==> src/rtl/sw_debounce5.sv <==
// Switch conditioning for the 5-input encoder/decoder: 2-flop sync, per-bit
// debounce with rise/fall/change strobes, and a start-up hold until settled.
module sw_debounce5 #(
   parameter int WIDTH           = 5,
   parameter int DEBOUNCE_CYCLES = 16,
   parameter int CNT_W           = $clog2(DEBOUNCE_CYCLES)
) (
   input  logic             clk,
   input  logic             rst_n,
   input  logic [WIDTH-1:0] sw_raw,
   output logic [WIDTH-1:0] sw_db,
   output logic [WIDTH-1:0] sw_rise,
   output logic [WIDTH-1:0] sw_fall,
   output logic             changed,
   output logic             ready
);

   localparam int              INIT_W    = $clog2(DEBOUNCE_CYCLES + 2);
   localparam logic [INIT_W-1:0] INIT_LAST = INIT_W'(DEBOUNCE_CYCLES + 1);
   localparam logic [CNT_W-1:0]  CNT_MAX   = CNT_W'(DEBOUNCE_CYCLES - 1);

   localparam logic [0:0] ST_INIT = 1'b0;
   localparam logic [0:0] ST_RUN  = 1'b1;

   logic [WIDTH-1:0]            s1, s2;
   logic [WIDTH-1:0][CNT_W-1:0] cnt, cnt_nxt;
   logic [WIDTH-1:0]            db_nxt, rise_nxt, fall_nxt;
   logic [INIT_W-1:0]           init_cnt;
   logic [0:0]                  state;

   // Any sample equal to the current debounced level restarts that bit's count.
   always_comb begin
      cnt_nxt  = cnt;
      db_nxt   = sw_db;
      rise_nxt = '0;
      fall_nxt = '0;
      for (int i = 0; i < WIDTH; i++) begin
         if (s2[i] == sw_db[i]) begin
            cnt_nxt[i] = '0;
         end else if (cnt[i] == CNT_MAX) begin
            cnt_nxt[i]  = '0;
            db_nxt[i]   = s2[i];
            rise_nxt[i] = s2[i];
            fall_nxt[i] = ~s2[i];
         end else begin
            cnt_nxt[i] = cnt[i] + CNT_W'(1);
         end
      end
   end

   always_ff @(posedge clk or negedge rst_n) begin
      if (!rst_n) begin
         s1 <= '0;
         s2 <= '0;
      end else begin
         s1 <= sw_raw;
         s2 <= s1;
      end
   end

   always_ff @(posedge clk or negedge rst_n) begin
      if (!rst_n) begin
         cnt      <= '0;
         sw_db    <= '0;
         sw_rise  <= '0;
         sw_fall  <= '0;
         changed  <= 1'b0;
         ready    <= 1'b0;
         init_cnt <= '0;
         state    <= ST_INIT;
      end else begin
         case (state)
            ST_INIT: begin
               cnt     <= '0;
               sw_rise <= '0;
               sw_fall <= '0;
               changed <= 1'b0;
               // Bulk-load the settled sync output so start-up levels make no pulses.
               if (init_cnt == INIT_LAST) begin
                  sw_db <= s2;
                  ready <= 1'b1;
                  state <= ST_RUN;
               end else begin
                  sw_db    <= '0;
                  init_cnt <= init_cnt + INIT_W'(1);
               end
            end
            default: begin
               cnt     <= cnt_nxt;
               sw_db   <= db_nxt;
               sw_rise <= rise_nxt;
               sw_fall <= fall_nxt;
               changed <= |(rise_nxt | fall_nxt);
            end
         endcase
      end
   end

endmodule

==> config.mk <==
export PLATFORM = sky130hd
export DESIGN_NAME = sw_debounce5
export DESIGN_NICKNAME = d
export VERILOG_FILES = /design/src/rtl/sw_debounce5.sv
export SDC_FILE = /design/constraint.sdc
export NUM_CORES = 1
export LEC_CHECK = 0
export ABC_CLOCK_PERIOD_IN_PS = 1700
export CAP_MARGIN = 0
export CORE_UTILIZATION = 30
export DETAILED_ROUTE_END_ITERATION = 10
export PLACE_DENSITY = 0.46
export SYNTH_ARGS = -nofsm -noshare
export SYNTH_HDL_FRONTEND = slang
export SYNTH_SLANG_ARGS = --single-unit
==> constraint.sdc <==
create_clock -name clk -period 1.7 [get_ports clk]
set_input_delay 0.255 -clock clk [delete_from_list [all_inputs] [get_ports clk]]
set_output_delay 0.255 -clock clk [all_outputs]
set_load 0.01 [all_outputs]
# [Yosys cells after proc, flatten, opt, wreduce, memory -nomap -nowiden]
# Cells that the tools add are included.
[word_totals] mem_bits_ro=0 n_memories=0 out_inout_bits=17 ff_bits=53 latch_bits=0 elab_cells=109 mem_bits_rw=0
[classes] shift=0 bitwise_logic=8 reduce_logical=8 magnitude_cmp=0 mux=48 n_mul=0 div_mod_pow=0 addsub=6 eq_ne=21
[ops] operator="4-bit two-way mux" count=10
[ops] operator="1-bit two-way mux" count=33
[ops] operator="4-bit by 1-bit adder with 4-bit output (second input constant)" count=5
[ops] operator="4-bit == test (second input constant)" count=5
[ops] operator="20-bit two-way mux" count=1
[ops] operator="5-bit two-way mux" count=4
[ops] operator="2-bit AND reduction" count=7
[ops] operator="2-bit by 1-bit != test with 1-bit output (second input constant)" count=5
[ops] operator="2-bit != test (second input constant)" count=5
[ops] operator="1-bit NOT" count=7
[ops] operator="5-bit by 1-bit adder with 5-bit output (second input constant)" count=1
[ops] operator="1-bit == test" count=5
[ops] operator="5-bit == test (second input constant)" count=1
[ops] operator="5-bit bitwise OR" count=1
[ops] operator="5-bit OR reduction" count=1

# [Logic depth before layout (Yosys ltp)]
# Gate-level depths: netlist of the first run.
[depth] depth_word=6 depth_mapped=6 ltp_nobuf=5

# [Worst setup path before layout of the first run]
# No wires, ideal clock.
[synth_path] kind="register to register" startpoint="register init_cnt[0]" endpoint="register init_cnt[0]" path_stages_with_launch=6 slack_ns=0.384 arrival_ns=1.193 path_buffers=1 path_cell_list="dfrtp_1 -> ha_1 -> nor4bb_4 -> or2_1 -> buf_6 -> xnor2_1"
[synth_via] elab_chain_len=3 word_cells_on_any_way=4 cone_classes="add/sub: 1; eq/ne: 1; bitwise: 1; reduce/logical: 1"
[synth_rtl] item="start, declared" line_no="28" rtl="logic [INIT_W-1:0] init_cnt;"
[synth_rtl] item="start signal, assigned" line_no="85" rtl="init_cnt <= init_cnt + INIT_W'(1);"
[synth_rtl] item="parallel branches: the longest is 3 deep, another holds 5-bit by 1-bit adder with 5-bit output"
# Several ways; the timed one is not identified.
# A chain may end at the register's enable or synchronous reset.

# [Worst setup path in the final report of the first run]
[layout_path] startpoint="register sw_db[2]" endpoint="output sw_db[2]"
[layout_lines] item="start, declared" line_no="11" rtl="output logic [WIDTH-1:0] sw_db,"
[layout_lines] item="start signal, assigned" line_no="90" rtl="sw_db <= db_nxt;"
# No word-level cell between the ends.

==> results of run 1 <==
-- layout make-up --
type                    count  area, µm²  share of cell area, %
clock buffers               5      68.82                  2.662
repair buffers             28      277.8                  10.75
inverters                   5      18.77                 0.7260
flip-flops and latches     53       1326                  51.31
well taps                  96      120.1                  4.647
clock inverters             3      17.52                 0.6776
multi-input cells         113      755.7                  29.24
-- cell usage after synthesis, drive strengths merged --
cell / n / area share [%]
inv: 5 / 0.88
a21boi: 4 / 1.4
or2: 1 / 0.29
and3: 7 / 2.1
nor2b: 1 / 0.29
nand2b: 2 / 0.59
dfrtp: 53 / 62
o21ai: 4 / 0.94
a21o: 4 / 1.4
nor4bb: 1 / 1.2
nor3: 11 / 2.6
nand2: 14 / 2.5
nor2: 10 / 1.8
a41oi: 1 / 0.41
a311oi: 3 / 1.2
or2b: 1 / 0.35
o2bb2ai: 5 / 2.1
a21oi: 5 / 1.2
a22oi: 1 / 0.35
xnor2: 8 / 3.3
ha: 7 / 4.1
nand4b: 2 / 0.82
nand3: 7 / 1.6
a31oi: 3 / 0.88
nor3b: 4 / 1.4
xor2: 6 / 2.5
buf: 4 / 1.2
nor4: 1 / 0.29
-- kinds of logic after synthesis --
family / count (synthesis) / synth area share (%)
xor gates and xnor gates: 14 / 5.765
DFF: 53 / 62.35
adders and majority gates: 7 / 4.117
and+or+nand+nor: 62 / 15.77
AOI/OAI and AO/OA: 30 / 9.882
buffers and inverters: 9 / 2.117
-- state kept, by name, indices dropped and copies added (netlist names) --
| register | count |
|---|---|
| sw_rise | 5 |
| sw_db | 5 |
| state | 1 |
| ready | 1 |
| s2 | 5 |
| s1 | 5 |
| sw_fall | 5 |
| cnt | 20 |
| init_cnt | 5 |
| changed | 1 |
-- path summary, 6_finish.rpt --
check / from / end / cells past startpoint
worst min-delay path: s1[2]$_DFF_PN0_ / s2[2]$_DFF_PN0_ / 0
max in group asynchronous: rst_n / init_cnt[4]$_DFFE_PN0P_ / 3
worst max-delay path: sw_db[2]$_DFFE_PN0P_ / sw_db[2] / 1
worst max register to register: init_cnt[1]$_DFFE_PN0P_ / init_cnt[0]$_DFFE_PN0P_ / 5
min in group asynchronous: rst_n / cnt[16]$_DFF_PN0_ / 3
worst min register to register: s1[2]$_DFF_PN0_ / s2[2]$_DFF_PN0_ / 0
-- routing by layer --
metal / up-vias / routed length, µm
met4: 0 / 81
met1: 679 / 1742
met3: 8 / 167
met2: 28 / 1780
li1: 675 / -
met5: - / 0
-- metrics by stage --
stage / instance area (µm²) / total power, mW / setup slack [ns] / hold WS, ns
after floorplan: 2127 / 1.550 / 0.3836 / -0.04059
after global placement: 2489 / 1.637 / 0.3116 / 0.2728
after detailed placement: 2489 / 1.655 / 0.2154 / 0.2744
after CTS: 2585 / 2.367 / 0.1262 / 0.3484
after global routing: 2585 / 2.469 / 0.06726 / 0.3555
final: 2585 / 2.321 / 0.1490 / 0.3490
-- where the power goes --
part	internal, mW	switching [mW]
sequential	1.34	0.0745
clock	0.285	0.412
combinational	0.109	0.106
total	1.73	0.592
==> key figures, run 1 <==
Min path
  – Worst hold-check path type: register to register

Pwr
  – Max IR drop VDD: between 400 and 500 µV
  – Leakage: approximately 1.2 nW
  – Pwr dens: ~900 nW/µm²

Detailed routing
  – DRT antenna net count: 0
  – Drt total wl: around 3800 µm
  – DR vias: 1390
  – DRC errors left: 0
  – Routed wire length per instance: 12.45 µm
  – Pre-antenna DRT Iters: 4
  – Initial drt markers: 70
  – Drt via density: roughly 4.6

Synth
  – Syn_nets: ~190
  – Synth cell types: 30
  – Ys Warns: 0
  – Synth Instances: between 150 and 200
  – Sequential area share after synthesis: ~62%
  – Mapped Area: approximately 2100 µm²
  – Mean Syn Cell Area: ~12 µm²
  – Register bit total from synthesis: 53

Timing
  – Fin crit period: around 1.6 ns
  – Relative slew slack: 73.08%
  – Worst Tran Pin Value: around 0.4 ns
  – Hold Vio Cnt, Final: 0
  – Final Slew Violations: 0
  – Final setup fails: 0
  – Part of the cycle the worst path needs: 91.24%
  – Max Freq: between 600 and 700 MHz
  – RSZ-0062 raised after global routing: no
  – Clock skew: 0.005614 ns
  – TNS Setup: 0 ns

Placed design
  – Gpl congestion: a little under 0.7
  – Post-Place Cells: slightly below 300
  – Post-detail-place hpwl: 2679 µm
  – PortBufs: 23

Critical path
  – Critical path cell sequence: clkdlybuf4s50_1
  – Setup CP Type: register to output port
  – CP Max Fanout: 4
  – Startpoint Class: register
  – Worst Path Required: approximately 1.4 ns
  – FF-to-FF setup slack: around 0.2 ns
  – Critical path arrival: roughly 1.3 ns
  – CP max-delay cell: clkdlybuf4s50_1
  – Top cell family by delay on the critical path: buffers and inverters
  – CP peak stage delay: approximately 0.56 ns
  – Crit end category: output port
  – Worst Path Buf+Inv: 1

Status
  – Status: finished, final reports clean

Global routing
  – Gr usage total: 11.53%
  – First-pass GRT wire length: approximately 6500 µm
  – Met1 Use GR: approximately 15%
  – Global routing's busiest layer: met2
  – Vias in the first global route: 1410
  – Met3 usage: 3.048%
  – Gr ovfl total: 0
  – Pin count of the biggest net entering global routing: between 50 and 60
  – GRT met2 Usage: about 18%
  – Initial antenna violation count: 0

Clock network
  – Clock Sinks: between 50 and 60
  – H-tree depth: 2
  – Worst-Skew Late Latency: about 0.31 ns
  – CTS tree: built
  – CTS root buffer: clkbuf_8
  – Setup bufs post-CTS: 0
  – PostCTS Resize Cnt: 0
  – Quantity of hold-fixing buffers added after cts: 1
  – Total CTS buffers: 5
  – Clk buf depth: 2
  – Clk pin slew, worst setup/hold paths: roughly 0.1 ns

Final layout
  – # nets final: 220
  – ANT cells: 0
  – Share of layout cells above drive strength 1: under 10%
  – Most frequent cells in the layout: dfrtp_1, clkdlybuf4s50_1, nand2_1, nor3_1, nor2_1
  – Layout Area Growth over Synthesis: 21.53%
  – Commonest non-fill, non-tap cell in the layout: dfrtp_1
  – Layout Utilization: between 30% and 40%
  – Cell Count, Final, Fillers Out: around 300
  – Fillers: between 600 and 700

Floorplanning
  – Die W: ~86 µm
  – Die area: around 7400 µm²
  – Starting Density: a little under a third
  – Io pins: 24
  – Die height: 86.20 µm
  – Core area: 6832 µm²
  – FP Rows: 30

Flow run
  – Max Cap Violations: 0
Note: power is estimated with default switching activity, not from simulation.
==> inputs of run 2 (changes only) <==
--- a/config.mk
+++ b/config.mk
@@ -9,2 +9,3 @@
 export CAP_MARGIN = 0
+export CORE_MARGIN = 1.5
 export CORE_UTILIZATION = 30
--- a/constraint.sdc
+++ b/constraint.sdc
@@ -3,2 +3,2 @@
 set_output_delay 0.255 -clock clk [all_outputs]
-set_load 0.01 [all_outputs]
+set_load 0.1 [all_outputs]
==> key figures, run 2 (same netlist as run 1, synthesis figures left out) <==
Pwr
  – Sequential Power Share: 55.2% (-5.5 points)
  – Int Pwr: 1.937 mW (+12%)
  – Pwr dens: 923.8 nW/µm² (+2.9%)
  – P_sw: 628.8 µW (+6.2%)
  – Max IR drop VDD: 332.9 µV (-25%)
  – Power share of the combinational group: 10.6% (+1.4 points)
  – Clk network pwr share: 34.2% (+4.2 points)
  – Leakage: 1.260 nW (+8.3%)
  – Switching part of the total power: 24.51% (-1.0 points)

Timing
  – Final setup fails: 0 (unchanged)
  – Fin crit period: 1.475 ns (-0.07562 ns)
  – RSZ-0062 raised after global routing: no
  – Hold Vio Cnt, Final: 0 (unchanged)
  – Clock skew: 0.007287 ns (+0.001673 ns)
  – Setup slack after layout: 0.2246 ns (+0.07562 ns)
  – Worst Tran Pin Value: 0.3260 ns (-0.07783 ns)
  – Part of the cycle the worst path needs: 86.79% (-4.4 points)
  – Final Slew Violations: 0 (unchanged)
  – Max Freq: 677.8 MHz (+5.1%)
  – Relative slew slack: 78.27% (+5.2 points)
  – TNS Setup: 0 ns (unchanged)
  – Worst hold margin: 0.3518 ns (+0.002834 ns)

Placed design
  – PortBufs: 23 (unchanged)
  – Post-detail-place hpwl: 2861 µm (+6.8%)
  – Pre-CTS WS: 0.2144 ns (-0.001022 ns)
  – Post-place instance area: 2651 µm² (+6.5%)
  – Gpl congestion: 0.7141 (+2.5%)

Critical path
  – Critical path arrival: 1.70 ns (+0.40 ns)
  – CP Max Fanout: 8 (+4)
  – Critical path cell sequence: inv_1, ha_1, nor4bb_4, or2_1, o2bb2ai_1
  – CP max-delay cell: dfrtp_1
  – Crit end category: register
  – FF-to-FF setup slack: 0.22 ns (+0.02 ns)
  – Top cell family by delay on the critical path: simple AND/OR/NAND/NOR gates
  – Worst Path Required: 1.93 ns (+0.49 ns)
  – Startpoint Class: register
  – CP peak stage delay: 0.42 ns (-0.14 ns)
  – Worst Path Buf+Inv: 1 (unchanged)
  – Setup CP Type: register to register

Final layout
  – Layout Area Growth over Synthesis: 30.59%
  – ANT cells: 0 (unchanged)
  – Share of layout cells above drive strength 1: 14.08% (+7.3 points)
  – Largest register FFs: 20 (unchanged)
  – Most frequent cells in the layout: dfrtp_1, buf_12, nand2_1, nor3_1, nor2_1
  – # nets final: 219 (-0.45%)
  – Reg with most FFs: cnt
  – Commonest non-fill, non-tap cell in the layout: dfrtp_1
  – Layout Utilization: 40.66% (+2.8 points)
  – Fin area: 2778 µm² (+7.5%)

Flow run
  – Max Cap Violations: 0 (unchanged)

Detailed routing
  – DRC errors left: 0 (unchanged)
  – DRT antenna net count: 0 (unchanged)
  – Drt via density: 4.619 (+0.69%)
  – Drt total wl: 3933 µm (+4.3%)
  – Initial drt markers: 67 (-4.3%)
  – Routed wire length per instance: 13.02 µm (+4.6%)
  – Pre-antenna DRT Iters: 4 (unchanged)
  – DR vias: 1395 (+0.36%)

Clock network
  – Total CTS buffers: 5 (unchanged)
  – CTS tree: built
  – Clk buf depth: 2 (unchanged)
  – H-tree depth: 2 (unchanged)
  – Clk pin slew, worst setup/hold paths: 0.09 ns (about the same)
  – Setup bufs post-CTS: 0 (unchanged)
  – CTS root buffer: clkbuf_8
  – Clock Sinks: 53 (unchanged)
  – Worst-Skew Late Latency: 0.30 ns (about the same)

Global routing
  – Initial antenna violation count: 0 (unchanged)
  – Gr ovfl total: 0 (unchanged)
  – First-pass GRT wire length: 6982 µm (+6.6%)
  – Pin count of the biggest net entering global routing: 42 (-22%)
  – Gr usage total: 11.92% (+0.39 points)
  – Vias in the first global route: 1483 (+5.2%)

Floorplanning
  – Starting Density: 31.14% (unchanged)
  – Die height: 87.20 µm (+1.2%)
  – FP Rows: 30 (unchanged)
  – Core area: 6832 µm² (unchanged)
  – Die W: 87.20 µm (+1.2%)
  – Io pins: 24 (unchanged)
  – Die area: 7604 µm² (+2.3%)

Status
  – Status: finished, final reports clean

Min path
  – Worst hold-check path type: register to register
==> run 2: routing by layer <==
| layer | track usage (%) | routed length (µm) | up-vias |
|---|---|---|---|
| li1 | - | - | 671 |
| met1 | 14.29 | 1722 | 698 |
| met2 | 20.08 | 2013 | 20 |
| met3 | 2.654 | 120 | 6 |
| met4 | 6.061 | 76 | 0 |
| met5 | 0 | 0 | - |
==> run 2: worst reg2reg max path: stages, from the launching register on <==
cell,delay (ns)
dfrtp_1,0.42
inv_1,0.07
ha_1,0.14
nor4bb_4,0.26
or2_1,0.35
o2bb2ai_1,0.16
==> run 2: cell type report <==
cell class	count	area, µm²
sequential	53	1326
fill	666	4054
timing repair buffer	27	440.4
tap	96	120.1
clock inverter	1	30.03
clock buffer	7	86.33
inverter	5	18.77
multi-input combinational	113	755.7
==> run 2: power by group through the flow <==
| stage | sequential [mW] | clock, mW | combinational [mW] |
|---|---|---|---|
| floorplan | 1.46 | 0 | 0.128 |
| global placement | 1.43 | 0 | 0.260 |
| detailed placement | 1.44 | 0 | 0.274 |
| CTS | 1.42 | 0.912 | 0.278 |
| global route | 1.43 | 0.969 | 0.306 |
| finish | 1.42 | 0.876 | 0.272 |
==> run 2: worst paths after layout <==
check	cells past startpoint	startpoint	end
setup / recovery	5	init_cnt[1]$_DFFE_PN0P_	sw_db[0]$_DFFE_PN0P_
hold / removal	0	s1[2]$_DFF_PN0_	s2[2]$_DFF_PN0_
setup reg to reg	5	init_cnt[1]$_DFFE_PN0P_	sw_db[0]$_DFFE_PN0P_
hold reg to reg	0	s1[2]$_DFF_PN0_	s2[2]$_DFF_PN0_
max in group asynchronous	3	rst_n	cnt[3]$_DFF_PN0_
min in group asynchronous	2	rst_n	cnt[10]$_DFF_PN0_
==> run 2: what timing repair did <==
action	4_1_cts	5_1_grt
hold buffers	1	0
hold endpoints to repair	12	0
gates resized for setup	0	0
==> run 2: stage by stage <==
step	cells	total power, mW
floorplan	175	1.592
global placement	293	1.691
detailed placement	293	1.717
CTS	302	2.607
global route	302	2.708
finish	302	2.566
==> inputs of run 3 (changes only) <==
Settings changed: SLEW_MARGIN from default to 20.
==> results of run 3 <==
Final layout, timing and power as in run 2 (identical DEF).
